### src/rtl/matrix_mult_ctrl.sv
// Sequences an NxN signed matrix multiply over two read-only matrix RAMs; one MAC per cycle, results row-major.
// Latency N+2 cycles per element; c_ready low holds EMIT with the RAMs idle, one cycle per stalled cycle.
module matrix_mult_ctrl #(
    parameter  int DATA_WIDTH   = 8,
    parameter  int ADDRESS_BITS = 2,
    localparam int ACC_WIDTH    = 2*DATA_WIDTH+ADDRESS_BITS
) (
    input  logic                    clk,
    input  logic                    rst,
    input  logic                    start,
    output logic                    busy,
    output logic                    done,
    output logic                    a_enable_n,
    output logic                    b_enable_n,
    output logic                    a_wren_n,
    output logic                    b_wren_n,
    output logic [ADDRESS_BITS-1:0] a_address,
    output logic [ADDRESS_BITS-1:0] b_address,
    output logic [2:0]              a_byteena,
    output logic [2:0]              b_byteena,
    input  logic [DATA_WIDTH-1:0]   a_rdata,
    input  logic [DATA_WIDTH-1:0]   b_rdata,
    output logic                    c_valid,
    input  logic                    c_ready,
    output logic [ACC_WIDTH-1:0]    c_data,
    output logic [ADDRESS_BITS-1:0] c_row,
    output logic [ADDRESS_BITS-1:0] c_col
);

    typedef enum logic [2:0] {
        S_IDLE  = 3'd0,
        S_FETCH = 3'd1,
        S_DRAIN = 3'd2,
        S_EMIT  = 3'd3,
        S_DONE  = 3'd4
    } state_t;

    localparam logic [ADDRESS_BITS-1:0] LAST = '1;
    localparam logic [ADDRESS_BITS-1:0] ONE  = ADDRESS_BITS'(1);

    state_t                         r_state;
    state_t                         w_state_next;
    logic [ADDRESS_BITS-1:0]        r_i;
    logic [ADDRESS_BITS-1:0]        r_j;
    logic [ADDRESS_BITS-1:0]        r_k;
    logic                           r_acc_vld;
    logic                           r_acc_first;
    logic signed [ACC_WIDTH-1:0]    r_acc;
    logic signed [ACC_WIDTH-1:0]    r_c_data;
    logic [ADDRESS_BITS-1:0]        r_c_row;
    logic [ADDRESS_BITS-1:0]        r_c_col;

    logic                           w_hs;
    logic                           w_last_elem;
    logic signed [2*DATA_WIDTH-1:0] w_a_ext;
    logic signed [2*DATA_WIDTH-1:0] w_b_ext;
    logic signed [2*DATA_WIDTH-1:0] w_prod;
    logic signed [ACC_WIDTH-1:0]    w_prod_ext;
    logic signed [ACC_WIDTH-1:0]    w_acc_next;

    assign w_hs        = (r_state == S_EMIT) && c_ready;
    assign w_last_elem = (r_i == LAST) && (r_j == LAST);

    // State register
    always_ff @(posedge clk) begin
        if (rst) begin
            r_state <= S_IDLE;
        end else begin
            r_state <= w_state_next;
        end
    end

    // Next-state logic
    always_comb begin
        w_state_next = r_state;
        case (r_state)
            S_IDLE:  if (start) w_state_next = S_FETCH;
            S_FETCH: if (r_k == LAST) w_state_next = S_DRAIN;
            S_DRAIN: w_state_next = S_EMIT;
            S_EMIT:  if (c_ready) w_state_next = w_last_elem ? S_DONE : S_FETCH;
            S_DONE:  w_state_next = S_IDLE;
            default: w_state_next = S_IDLE;
        endcase
    end

    // Output logic
    always_comb begin
        busy       = 1'b1;
        done       = 1'b0;
        a_enable_n = 1'b1;
        b_enable_n = 1'b1;
        c_valid    = 1'b0;
        case (r_state)
            S_IDLE:  busy = 1'b0;
            S_FETCH: begin
                a_enable_n = 1'b0;
                b_enable_n = 1'b0;
            end
            S_EMIT:  c_valid = 1'b1;
            S_DONE:  done = 1'b1;
            default: busy = 1'b1;
        endcase
    end

    always_ff @(posedge clk) begin
        if (rst) begin
            r_i <= '0;
            r_j <= '0;
            r_k <= '0;
        end else begin
            case (r_state)
                S_IDLE: begin
                    if (start) begin
                        r_i <= '0;
                        r_j <= '0;
                        r_k <= '0;
                    end
                end
                S_FETCH: begin
                    if (r_k != LAST) r_k <= r_k + ONE;
                end
                S_EMIT: begin
                    if (w_hs && !w_last_elem) begin
                        r_k <= '0;
                        r_j <= r_j + ONE;
                        if (r_j == LAST) r_i <= r_i + ONE;
                    end
                end
                default: r_k <= r_k;
            endcase
        end
    end

    assign w_a_ext    = {{DATA_WIDTH{a_rdata[DATA_WIDTH-1]}}, a_rdata};
    assign w_b_ext    = {{DATA_WIDTH{b_rdata[DATA_WIDTH-1]}}, b_rdata};
    assign w_prod     = w_a_ext * w_b_ext;
    assign w_prod_ext = {{ADDRESS_BITS{w_prod[2*DATA_WIDTH-1]}}, w_prod};
    assign w_acc_next = r_acc_first ? w_prod_ext : r_acc + w_prod_ext;

    // The last product lands in DRAIN, so the result register captures the final sum there
    always_ff @(posedge clk) begin
        if (rst) begin
            r_acc_vld   <= 1'b0;
            r_acc_first <= 1'b0;
            r_acc       <= '0;
            r_c_data    <= '0;
            r_c_row     <= '0;
            r_c_col     <= '0;
        end else begin
            r_acc_vld   <= (r_state == S_FETCH);
            r_acc_first <= (r_k == '0);
            if (r_acc_vld) r_acc <= w_acc_next;
            if (r_state == S_DRAIN) begin
                r_c_data <= w_acc_next;
                r_c_row  <= r_i;
                r_c_col  <= r_j;
            end
        end
    end

    assign a_wren_n  = 1'b1;
    assign b_wren_n  = 1'b1;
    assign a_address = r_i;
    assign a_byteena = 3'(r_k);
    assign b_address = r_k;
    assign b_byteena = 3'(r_j);
    assign c_data    = r_c_data;
    assign c_row     = r_c_row;
    assign c_col     = r_c_col;

endmodule

### config.mk
export PLATFORM = sky130hd
export DESIGN_NAME = matrix_mult_ctrl
export DESIGN_NICKNAME = d
export VERILOG_FILES = /design/src/rtl/matrix_mult_ctrl.sv
export SDC_FILE = /design/constraint.sdc
export NUM_CORES = 1
export LEC_CHECK = 0
export BUFFER_PORTS_ARGS = -buffer_cell sky130_fd_sc_hd__buf_2
export CORE_AREA = 2 2 104 106
export DETAILED_ROUTE_END_ITERATION = 12
export DIE_AREA = 0 0 106 108
export GPL_ROUTABILITY_DRIVEN = 0
export GPL_TIMING_DRIVEN = 1
export HOLD_SLACK_MARGIN = 0.15
export PLACE_DENSITY = 0.77
export SLEW_MARGIN = 20
export SYNTH_ARGS = -nofsm -noshare
export SYNTH_HDL_FRONTEND = slang
export SYNTH_SLANG_ARGS = --single-unit
### constraint.sdc
create_clock -name clk -period 5.9 [get_ports clk]
set_input_delay 1.18 -clock clk [delete_from_list [all_inputs] [get_ports clk]]
set_output_delay 1.18 -clock clk [all_outputs]
set_load 0.01 [all_outputs]
==> run metrics <==
status finished with violations; failing checks negative setup slack; fmax 0.1643 GHz; antenna fix cells 0; actual slew at the worst max-slew pin about 940 ps; Clock Root Buffer clkbuf_8; Synth cell types 57; vias in the first global route 5274; final worst path period share 103.2%; post-route setup TNS -1246 ps; most frequent cell after synthesis inv_1; #FFs+latches synth 51; TritonCTS buffer count 5; drt drc 0; fraction of registers with async set/reset 0%; Initial Util 54.40%; post-route setup slack -186.9 ps; YS warnings 0; ranking of synthesized cells by area fa_1 20%, dfxtp_1 18%, ha_1 11%, inv_1 6.6%, and2_1 4.8%; final worst path period need roughly 6100 ps; Vias/cell 5.588; fill count about 700; CP max FO 8; GR Util All Layers 24.58%; clk_skew around 14 ps; final setup violation count 12; max cap viols 0; P&R area growth vs syn 30.17%; initial antenna violation count 0; clk slew on worst S/H paths 100 ps; Slew Limit Fails 0; Avg WL per Cell 15.65 um; CTS H-Tree Depth 2; Post-Synthesis Cells 643; Worst Hold Class flop to flop; predominant post-synthesis flop cell dfxtp_1; CP endpoint kind flop; Site Rows 37; number of enable flip-flop cells after synthesis 0; crit path kind input port to flop; Overflow after GRT 0; Nets 890; Syn Area/Cell just under 9 um^2; antenna-violating nets left 0; CTS tree yes; Fin. Hold Viols 0; chip width 106 um; core area 10230 um^2; Cell Area, Synth about 5600 um^2; CP required between 6000 and 7000 ps; die area 11450 um^2; CP Launch Type input port; num ports about 60; Skew-Pair Late Insertion Delay 310 ps; register area share after synthesis 18.35%; unrepaired setup endpoints after global routing true; first-pass GRT wire length 23.07 mm; largest net degree at the start of global routing 54; Critical Path AT 6260 ps; first-pass iteration count of the detailed router 7; Yosys top cell area share 20.14%; # hold bufs at CTS 0; top cells by count, synth 98 x inv_1, 60 x nor2_1, 56 x fa_1; Die Ht between 100 and 150 um; Sink Count 51; HPWL Detailed roughly 10 mm; Max-slew headroom between 30% and 40%; routed wire length 14.10 mm; IO Port Bufs 54; DRT iter0 DRCs 275; via count 5035; layout cells sized above 1 32.94%; Synth area leader fa_1; clk buf depth 2
-- through the flow --
stage | instance area (um^2) | instances | utilization (%) | setup WS, ps | hold WS, ps
floorplan | 5747 | 645 | - | 3.248 | 463.3
global placement | 6551 | 875 | 64.03 | -471.3 | 466.9
detailed placement | 6551 | 875 | 64.03 | -621.4 | 478.9
CTS | 7020 | 893 | 68.62 | -59.67 | 498.8
global route | 7244 | 901 | 70.81 | -341.3 | 518.3
finish | 7244 | 901 | 70.81 | -186.9 | 497.5
-- area by class of cell --
| class | instances | area, um^2 | area share [%] |
|---|---|---|---|
| clock inverter | 2 | 12.51 | 0.1727 |
| tap | 136 | 170.2 | 2.349 |
| clock buffer | 6 | 72.57 | 1.002 |
| sequential | 51 | 1022 | 14.11 |
| timing repair buffer | 139 | 1059 | 14.61 |
| inverter | 99 | 381.6 | 5.268 |
| multi-input combinational | 468 | 4527 | 62.49 |
-- registers in the layout (all words and copies together), names as in the netlist --
signal and count:
r_j 2, r_acc 18, a_address 2, r_acc_vld 1, c_data 18, r_acc_first 1
c_col 2, r_state 3, b_address 2, c_row 2
-- worst max-delay path, cell delays in order --
cell and delay, ps:
buf_12 120, and2_4 170, fa_1 490, inv_2 40, fa_1 490, inv_2 40, fa_1 520, inv_1 50
fa_1 490, inv_2 50, ha_4 290, nand3_4 80, o22ai_4 280, nor2_2 100, xnor2_2 230, ha_4 250
a21o_1 200, a31oi_1 200, o21ai_2 120, o21ai_4 240, mux2_4 330, o211ai_1 160, o22ai_1 110
-- worst paths after layout --
check                                 from         end  slack, ps  cells after the start
worst max-delay path            a_rdata[7]   r_acc[16]       -190                     23
worst min-delay path            c_data[14]  c_data[14]        500                      2
worst max register to register    r_acc[0]   r_acc[16]       3050                     10
worst min register to register  c_data[14]  c_data[14]        500                      2
-- layout by cell type, fill, tap and decap left out, types with 13 or more instances in the layout --
| cell | netlist | routed |
|---|---|---|
| a211oi_1 | 32 | 28 |
| a21oi_1 | 31 | 22 |
| and2_1 | 43 | 33 |
| buf_2 | 6 | 39 |
| buf_4 | 11 | 81 |
| dfxtp_1 | 51 | 50 |
| fa_1 | 56 | 53 |
| ha_1 | 50 | 36 |
| inv_1 | 98 | 84 |
| mux2i_1 | 14 | 14 |
| nand2_1 | 33 | 27 |
| nor2_1 | 60 | 55 |
| o21ai_0 | 16 | 13 |
| xnor2_1 | 18 | 13 |
-- cells by family (layout without fill, tap and decap cells) --
group / after synthesis / in the layout / share of synthesized area, %
buf+inv: 126 / 246 / 9.420
compound gates: 134 / 134 / 16.88
simple gates: 179 / 179 / 16.25
flops: 51 / 51 / 18.35
other cells: 2 / 4 / 0.1349
mux: 15 / 15 / 2.720
xor+xnor: 30 / 30 / 4.856
fa+ha+maj: 106 / 106 / 31.38
-- repair_timing --
action | CTS | global route
setup endpoints to repair | 12 | 18
gates resized for setup | 76 | 35
setup buffers | 10 | 9
endpoints found under the hold margin | 0 | 0
pin swaps | 46 | 37
-- per-layer routing --
| layer | global-route usage (%) | vias up | wire length (um) |
|---|---|---|---|
| met1 | 28.01 | 2465 | 5476 |
| met2 | 46.64 | 155 | 7555 |
| met3 | 3.315 | 60 | 494 |
| met4 | 9.492 | 0 | 576 |
| met5 | 0 | - | 0 |
| li1 | - | 2355 | - |
Power is not shown: default switching activity piles up to over one toggle a cycle in this logic, so the estimate is an artifact.
